**src/rtl/driver_pkg.sv**
```systemverilog
// Shared definitions for the dot-driver command bus master: opcodes, FSM states,
// default phase timing and opcode classification helpers.
package driver_pkg;

  localparam logic [2:0] OP_NOP        = 3'd0;
  localparam logic [2:0] OP_MEM_WRITE  = 3'd1;
  localparam logic [2:0] OP_DOT_WRITE  = 3'd2;
  localparam logic [2:0] OP_SEL_WRITE  = 3'd3;
  localparam logic [2:0] OP_SET_ROWCOL = 3'd4;
  localparam logic [2:0] OP_SET_OUTPUT = 3'd5;
  localparam logic [2:0] OP_SET_INVERT = 3'd6;
  localparam logic [2:0] OP_RESERVED   = 3'd7;

  localparam int DEF_MEM_ADDRESS_LENGTH = 6;
  localparam int DEF_SETUP_CYCLES       = 4;
  localparam int DEF_PULSE_CYCLES       = 8;
  localparam int DEF_HOLD_CYCLES        = 4;
  localparam int DEF_CNT_WIDTH          = 8;

  typedef enum logic [1:0] {
    ST_IDLE   = 2'd0,
    ST_SETUP  = 2'd1,
    ST_STROBE = 2'd2,
    ST_HOLD   = 2'd3
  } state_t;

  function automatic logic is_strobe_op(input logic [2:0] op);
    return (op == OP_MEM_WRITE) || (op == OP_DOT_WRITE) || (op == OP_SEL_WRITE);
  endfunction

  function automatic logic is_level_op(input logic [2:0] op);
    return (op == OP_SET_ROWCOL) || (op == OP_SET_OUTPUT) || (op == OP_SET_INVERT);
  endfunction

endpackage

```
**src/rtl/driver_phase_timer.sv**
```systemverilog
// Loadable down-counter shared by the SETUP/STROBE/HOLD phases; done flags a
// zero count so the FSM can advance.
module driver_phase_timer #(
  parameter int CNT_WIDTH = 8
) (
  input  logic                 clock,
  input  logic                 reset_n,
  input  logic                 load,
  input  logic [CNT_WIDTH-1:0] load_value,
  output logic                 done
);

  logic [CNT_WIDTH-1:0] cnt_r;

  // Load on phase entry, otherwise count down and park at zero.
  always_ff @(posedge clock) begin
    if (!reset_n) begin
      cnt_r <= {CNT_WIDTH{1'b0}};
    end else if (load) begin
      cnt_r <= load_value;
    end else if (cnt_r != {CNT_WIDTH{1'b0}}) begin
      cnt_r <= cnt_r - {{(CNT_WIDTH-1){1'b0}}, 1'b1};
    end else begin
      cnt_r <= cnt_r;
    end
  end

  assign done = (cnt_r == {CNT_WIDTH{1'b0}});

endmodule

```
**src/rtl/driver_bus_master.sv**
```systemverilog
// Host-side transmitter for the dot-driver command bus: paces each command as
// setup -> strobe -> hold so the bit-wise synchronizing receiver never sees a torn word.
module driver_bus_master
  import driver_pkg::*;
#(
  parameter int MEM_ADDRESS_LENGTH = DEF_MEM_ADDRESS_LENGTH,
  parameter int SETUP_CYCLES       = DEF_SETUP_CYCLES,
  parameter int PULSE_CYCLES       = DEF_PULSE_CYCLES,
  parameter int HOLD_CYCLES        = DEF_HOLD_CYCLES,
  parameter int CNT_WIDTH          = DEF_CNT_WIDTH
) (
  input  logic                          clock,
  input  logic                          reset_n,
  input  logic                          cmd_valid,
  output logic                          cmd_ready,
  input  logic [2:0]                    cmd_op,
  input  logic [MEM_ADDRESS_LENGTH-1:0] cmd_addr,
  input  logic [MEM_ADDRESS_LENGTH-1:0] cmd_col,
  input  logic [2:0]                    cmd_mask,
  input  logic [15:0]                   cmd_data,
  output logic                          busy,
  output logic [2:0]                    mask_select,
  output logic [MEM_ADDRESS_LENGTH-1:0] mem_address,
  output logic [MEM_ADDRESS_LENGTH-1:0] row_select,
  output logic [MEM_ADDRESS_LENGTH-1:0] col_select,
  output logic [MEM_ADDRESS_LENGTH-1:0] mem_sel_col_address,
  output logic [15:0]                   data_in,
  output logic                          mem_write_n,
  output logic                          mem_dot_write_n,
  output logic                          mem_sel_write_n,
  output logic                          row_col_select,
  output logic                          output_active,
  output logic                          inverter_select
);

  state_t               state_r;
  state_t               next_state_s;
  logic [2:0]           op_r;
  logic                 accept_s;
  logic                 load_s;
  logic [CNT_WIDTH-1:0] load_value_s;
  logic                 done_s;

  driver_phase_timer #(.CNT_WIDTH(CNT_WIDTH)) u_timer (
    .clock      (clock),
    .reset_n    (reset_n),
    .load       (load_s),
    .load_value (load_value_s),
    .done       (done_s)
  );

  // State register.
  always_ff @(posedge clock) begin
    if (!reset_n) begin
      state_r <= ST_IDLE;
    end else begin
      state_r <= next_state_s;
    end
  end

  // Next-state logic; NOP and reserved opcodes are consumed without leaving IDLE.
  always_comb begin
    next_state_s = state_r;
    case (state_r)
      ST_IDLE: begin
        if (cmd_valid && is_strobe_op(cmd_op)) begin
          next_state_s = ST_SETUP;
        end else if (cmd_valid && is_level_op(cmd_op)) begin
          next_state_s = ST_HOLD;
        end else begin
          next_state_s = ST_IDLE;
        end
      end
      ST_SETUP:  next_state_s = done_s ? ST_STROBE : ST_SETUP;
      ST_STROBE: next_state_s = done_s ? ST_HOLD   : ST_STROBE;
      ST_HOLD:   next_state_s = done_s ? ST_IDLE   : ST_HOLD;
      default:   next_state_s = ST_IDLE;
    endcase
  end

  // Handshake and phase-timer control.
  always_comb begin
    cmd_ready    = (state_r == ST_IDLE);
    busy         = !cmd_ready;
    accept_s     = cmd_valid && cmd_ready;
    load_s       = (next_state_s != state_r);
    load_value_s = {CNT_WIDTH{1'b0}};
    case (next_state_s)
      ST_SETUP:  load_value_s = CNT_WIDTH'(SETUP_CYCLES - 1);
      ST_STROBE: load_value_s = CNT_WIDTH'(PULSE_CYCLES - 1);
      ST_HOLD:   load_value_s = CNT_WIDTH'(HOLD_CYCLES - 1);
      default:   load_value_s = {CNT_WIDTH{1'b0}};
    endcase
  end

  // Bus fields and levels load only at acceptance, so they are frozen for the whole transaction.
  always_ff @(posedge clock) begin
    if (!reset_n) begin
      op_r                <= OP_NOP;
      mask_select         <= 3'd0;
      mem_address         <= {MEM_ADDRESS_LENGTH{1'b0}};
      row_select          <= {MEM_ADDRESS_LENGTH{1'b0}};
      col_select          <= {MEM_ADDRESS_LENGTH{1'b0}};
      mem_sel_col_address <= {MEM_ADDRESS_LENGTH{1'b0}};
      data_in             <= 16'd0;
      row_col_select      <= 1'b0;
      output_active       <= 1'b0;
      inverter_select     <= 1'b0;
    end else if (accept_s) begin
      op_r <= cmd_op;
      case (cmd_op)
        OP_MEM_WRITE: begin
          mem_address <= cmd_addr;
          mask_select <= cmd_mask;
          data_in     <= cmd_data;
        end
        OP_DOT_WRITE: begin
          row_select <= cmd_addr;
          col_select <= cmd_col;
        end
        OP_SEL_WRITE: begin
          mem_sel_col_address <= cmd_addr;
          data_in             <= cmd_data;
        end
        OP_SET_ROWCOL: row_col_select  <= cmd_data[0];
        OP_SET_OUTPUT: output_active   <= cmd_data[0];
        OP_SET_INVERT: inverter_select <= cmd_data[0];
        default: ;
      endcase
    end else begin
      op_r <= op_r;
    end
  end

  // Strobes follow the upcoming state so they are low for exactly the STROBE phase.
  always_ff @(posedge clock) begin
    if (!reset_n) begin
      mem_write_n     <= 1'b1;
      mem_dot_write_n <= 1'b1;
      mem_sel_write_n <= 1'b1;
    end else begin
      mem_write_n     <= !((next_state_s == ST_STROBE) && (op_r == OP_MEM_WRITE));
      mem_dot_write_n <= !((next_state_s == ST_STROBE) && (op_r == OP_DOT_WRITE));
      mem_sel_write_n <= !((next_state_s == ST_STROBE) && (op_r == OP_SEL_WRITE));
    end
  end

endmodule

```
**config.mk**
```make
export PLATFORM = sky130hd
export DESIGN_NAME = driver_bus_master
export DESIGN_NICKNAME = d
export VERILOG_FILES = /design/src/rtl/driver_pkg.sv /design/src/rtl/driver_phase_timer.sv /design/src/rtl/driver_bus_master.sv
export SDC_FILE = /design/constraint.sdc
export NUM_CORES = 1
export LEC_CHECK = 0
export CAP_MARGIN = 20
export CELL_PAD_IN_SITES_DETAIL_PLACEMENT = 0
export CELL_PAD_IN_SITES_GLOBAL_PLACEMENT = 1
export CORE_MARGIN = 5
export CORE_UTILIZATION = 49
export DETAILED_ROUTE_END_ITERATION = 10
export DONT_BUFFER_PORTS = 1
export PLACE_DENSITY = 0.82
export SETUP_SLACK_MARGIN = 0.05
export SLEW_MARGIN = 10
export SYNTH_ARGS = -nofsm -noshare
export SYNTH_HDL_FRONTEND = slang
export SYNTH_SLANG_ARGS = --single-unit
export TNS_END_PERCENT = 100
```
**constraint.sdc**
```tcl
create_clock -name clock -period 2.7 [get_ports clock]
set_input_delay 0.405 -clock clock [delete_from_list [all_inputs] [get_ports clock]]
set_output_delay 0.405 -clock clock [all_outputs]
set_load 0.02 [all_outputs]
```
# Word-level counts from Yosys, hierarchy flattened

Index checks and enable logic that the tools add are counted.
Widths: inputs -> output; s select.

Output and inout port bits: 51
Logic and storage cells: 68
Register bits: 62
Bits of input ports: 37

Add/subtract/negate cells: 1
Mux-type cells: 9
Reductions and logical operators: 27
Eq/ne operators: 16

Operator list:

| cell                | count |
|---|---|
| $mux 8              | 2 |
| $reduce_and 2->1    | 7 |
| $eq 3x2->1 const B  | 4 |
| $eq 3x3->1 const B  | 3 |
| $eq 2x2->1 const B  | 4 |
| $logic_not 8->1     | 1 |
| $mux 2              | 4 |
| $pmux 2 s4          | 1 |
| $reduce_bool 8->1   | 1 |
| $sub 8x1->8 const B | 1 |
| $eq 3x1->1 const B  | 2 |
| $logic_and 1x1->1   | 6 |
| $pmux 3 s2          | 1 |
| $eq 2x1->1 const B  | 2 |
| $logic_not 1->1     | 4 |
| $logic_or 1x1->1    | 4 |
| $reduce_or 2->1     | 2 |
| $logic_not 2->1     | 1 |
| $ne 2x2->1          | 1 |
| $reduce_bool 2->1   | 1 |
| $mux 1              | 1 |

# Depth between registers and ports, before layout

Depth after elaboration: 11
Gate-level depth with buffers: 6
Mapped depth without buffers: 6

# Cells and area by module

Synthesis repeated with hierarchy kept, for this count alone.

Cells, all modules: 295
Area, all modules: 2,630.0 µm²

Modules (own cells, without submodules):

| module             | sequential area each (µm²) | area each (µm²) | cells each | times used |
|---|---|---|---|---|
| driver_bus_master  | 1,081.0                    | 2,172.1         | 244        | 1 |
| driver_phase_timer | 160.2                      | 457.9           | 51         | 1 |

# Least setup slack after synthesis

No wires, ideal clock.

Path kind: reg-to-reg
Start point: register u_timer.cnt_r[0]
End point: register u_timer.cnt_r[1]
Path buffers: 0
Required time: 2,614 ps
Cell stages (with the launch flop): 7
Slack: 997 ps
Period minus slack after synthesis: 1,703 ps
Arrival time: 1,616 ps
Library setup time: 86 ps
Path through: dfxtp_1 -> inv_1 -> ha_1 -> nor3b_2 -> nand2_4 -> mux2_4 -> a221oi_2

Longest elaborated chain between the ends: 7
Elaborated cells between the ends (all ways): 16
Classes of those cells: add/sub: 1; eq/ne: 4; mux: 7; reduce/logical: 4

RTL lines:

| element                                         | RTL line                 | RTL |
|---|---|---|
| start, declared                                 | driver_phase_timer.sv:13 | `logic [CNT_WIDTH-1:0] cnt_r;` |
| start signal, assigned                          | driver_phase_timer.sv:18 | `cnt_r <= {CNT_WIDTH{1'b0}};` |
| start signal, assigned                          | driver_phase_timer.sv:20 | `cnt_r <= load_value;` |
| start signal, assigned                          | driver_phase_timer.sv:22 | `cnt_r <= cnt_r - {{(CNT_WIDTH-1){1'b0}}, 1'b1};` |
| $logic_not 8->1                                 | driver_phase_timer.sv:28 | `assign done = (cnt_r == {CNT_WIDTH{1'b0}});` |
| $mux 2 (tied with other cells)                  | driver_bus_master.sv:76  | `ST_HOLD: next_state_s = done_s ? ST_IDLE : ST_HOLD;` |
| $pmux 2 s4                                      | driver_bus_master.sv:64  | `case (state_r)` |
| $eq 2x2->1 / $eq 2x1->1 (equally long branches) | driver_bus_master.sv:88  | `case (next_state_s)` |
| $reduce_or 2->1 (no source line)                | -                        |  |
| $pmux 3 s2                                      | driver_bus_master.sv:88  |  |
| $mux 8                                          | driver_phase_timer.sv:19 | `end else if (load) begin` |

Parallel ways exist; a longest one is shown, timed or not. The select of a mux whose other input is x is not followed.
A chain may end at the register's enable or synchronous reset.

# Worst setup path in the final report

Start point: register state_r[1]
End point: register mask_select[2]

Longest elaborated chain between the ends: 3

RTL lines:

| element                           | RTL line                 | RTL |
|---|---|---|
| start, declared                   | driver_bus_master.sv:36  | `state_t state_r;` |
| start signal, assigned            | driver_bus_master.sv:57  | `state_r <= next_state_s;` |
| $logic_not 2->1                   | driver_bus_master.sv:83  | `cmd_ready = (state_r == ST_IDLE);` |
| $logic_and 1x1->1                 | driver_bus_master.sv:85  | `accept_s = cmd_valid && cmd_ready;` |
| $reduce_and 2->1 (no source line) | -                        |  |
| end signal, assigned              | driver_bus_master.sv:114 | `mask_select <= cmd_mask;` |
| end, declared                     | driver_bus_master.sv:22  | `output logic [2:0] mask_select,` |

No other way between the ends.

==> impl_metrics.py <==
metrics = {
    "finish": {
        "syn2layout_area_growth_pct": 10.1,
        "layout.nets": 300,
        "drive_gt1_share_pct": 9.43,
        "diodes": 0,
        "final_common_cell": "dfxtp_1",
        "final_cell_mix": "dfxtp_1, nor2_1, nand2_1",
    },
    "route": {
        "wl_per_cell_um": 15.5,
        "drt_iter0_drc": 62,
        "first_pass_iters": 4,
        "drc": 0,
        "ant_nets": 0,
        "wl_met3_um": 440,
        "top_layer_used": "met4",
        "wl_met2_um": 2490,
        "viasPerCell": 5.31,
        "wl_um": 5150,
        "wl_met1_um": 2190,
        "dr_total_vias": 1762,
    },
    "sta": {
        "fmax_mhz": 512,
        "hold_violations": 0,
        "setup_viol": 0,
        "rsz0062_at_grt": "no",
        "fin_ws_ns": 0.747,
        "fin_setup_tns_ns": 0,
        "relSlewSlack_pct": 41.0,
        "hold_ws_ns": 0.209,
        "worstMarginPinSlew_ns": 0.886,
        "period_needed_ns": 1.95,
        "fin_crit_sh_pct": 72.3,
        "fin_skew_ns": 0.00477,
        "slew_violations": 0,
    },
    "cts": {
        "clkLatencyLatePin_ns": 0.32,
        "post_cts_buffers": 0,
        "root_buffer": "clkbuf_8",
        "post_cts_resized": 0,
        "cts.sinks": 62,
        "path_clk_slew_ns": 0.07,
        "h-tree-depth": 3,
        "cts_made_buffers": 9,
        "tritoncts": "built",
        "cts_buffer_depth": 2,
        "hold_buffers": 0,
    },
    "floorplanning": {
        "die_width_um": 81.0,
        "die_area_um2": 6560,
        "core_um2": 4820,
        "ioPinCount": 88,
        "die_h_um": 81.0,
        "start_util_pct": 51.3,
        "rows": 25,
    },
    "yosys": {
        "synth_fp_nets": 303,
        "synthArstFlopShare_pct": 0,
        "avgSynthCellArea_um2": 9.36,
        "synth_seq_cells": 62,
        "synth_flop_cell": "dfxtp_1",
        "synth_warnings": 0,
        "ys_seq_area_share_pct": 50.3,
        "synth_edf_count": 0,
        "syn_inst": 264,
        "synth_area_um2": 2470,
        "synth_cell_type_count": 41,
    },
    "pwr": {
        "power.density_nw_per_um2": 1010,
        "power_mw": 2.75,
        "leakage_nw": 1.16,
        "vdd_drop_max_mv": 0.358,
    },
    "min_path": {
        "hold-path-cell-count": 2,
        "min_from": "cmd_data[11]",
        "min_to": "data_in[11]",
        "hold_class": "in2reg",
    },
    "global_route": {
        "grt_max_degree": 54,
        "overflow": 0,
        "grt_pass1_wl_um": 8220,
        "first_global_vias": 1675,
        "grt_use_total_pct": 16.9,
        "grt_antenna_before_repair": 0,
    },
    "place": {
        "gp_congestion": 0.774,
        "numPortBuffers": 0,
        "place_ws_ns": 0.738,
        "hpwl_um": 3520,
    },
    "critical_path": {
        "cp-start-kind": "flop",
        "crit_required_ns": 2.88,
        "critPathArrivalTime_ns": 2.14,
        "rr_worst_depth": 4,
        "critPathKind": "reg2reg",
        "r2r_slack_ns": 0.75,
        "path_max_fanout": 12,
        "timing.rr.end": "mask_select[2]",
        "r2r-start": "state_r[1]",
        "worstSetupEndpointType": "flop",
    },
    "run_status": {
        "status": "finished, final reports clean",
    },
    "job": {
        "drv_cap": 0,
    },
}
==> critical path, stage by stage, from the launching register on <==
cell and delay (ns):
dfxtp_1 0.42, nor4b_2 0.45, nand3_1 0.55, mux2i_1 0.32, nor2_1 0.06
==> report_power, final <==
group	switching (mW)	internal, mW	total, mW
clock network	0.331	0.562	0.893
logic	0.374	0.324	0.698
registers	0.149	1.01	1.16
total	0.854	1.89	2.75
==> synth_stat cells, types with 2 or more instances <==
library cell,count,area [um^2]
a2111oi_0,3,26.3
a21oi_1,19,95.1
buf_2,4,20.0
clkbuf_1,9,33.8
dfxtp_1,62,1240
ha_1,2,25.0
inv_1,7,26.3
mux2i_1,34,340
nand2_1,38,143
nand3_1,3,15.0
nand4_1,2,12.5
nand4b_1,2,17.5
nor2_1,43,161
nor3_1,4,20.0
or3_1,3,18.8
xnor2_1,4,35.0
==> cell type report <==
type	count	area, um^2
well taps	67	83.8
repair buffers	1	7.51
clock buffers	11	151
multi-input cells	179	1140
fillers	470	2100
clock inverters	4	70.1
flip-flops and latches	62	1240
inverters	8	30.0
==> kinds of logic after synthesis <==
family	count (synthesis)	share of synthesized area, %
buffers and inverters	23	3.75
and+or+nand+nor	106	20.4
AOI/OAI and AO/OA	30	8.00
DFF	62	50.3
adders and majority gates	2	1.01
xor gates and xnor gates	5	1.77
muxes	36	14.8
==> how the worst max path moves through the flow <==
stage                startpoint          endpoint  depth (start not counted)
2_1_floorplan  u_timer.cnt_r[0]  u_timer.cnt_r[1]                          6
3_3_place_gp         state_r[1]    mem_address[2]                          4
3_5_place_dp         state_r[1]    mem_address[1]                          4
4_1_cts              state_r[0]              busy                          2
5_1_grt              state_r[1]    mask_select[2]                          4
6_report             state_r[1]    mask_select[2]                          4
==> stage by stage <==
stage	cells	util (%)	instance area (um^2)
final	332	56.5	2720
after global routing	332	56.5	2720
after CTS	332	56.5	2720
after detailed placement	317	51.9	2500
after global placement	317	51.9	2500
after floorplan	264	-	2470
==> sequential cells by signal (all words and copies together), names as in the netlist, 2 cells and up <==
name	cells
op_r	3
u_timer.cnt_r	8
mem_sel_col_address	6
state_r	2
row_select	6
data_in	16
mem_address	6
mask_select	3
col_select	6
==> metal layers <==
layer	track usage, %	vias up
met1	20.1	816
met2	24.5	51
met4	7.09	0
met3	10.3	2
met5	0	-
li1	-	893
Power figures use the tool's default switching activity.
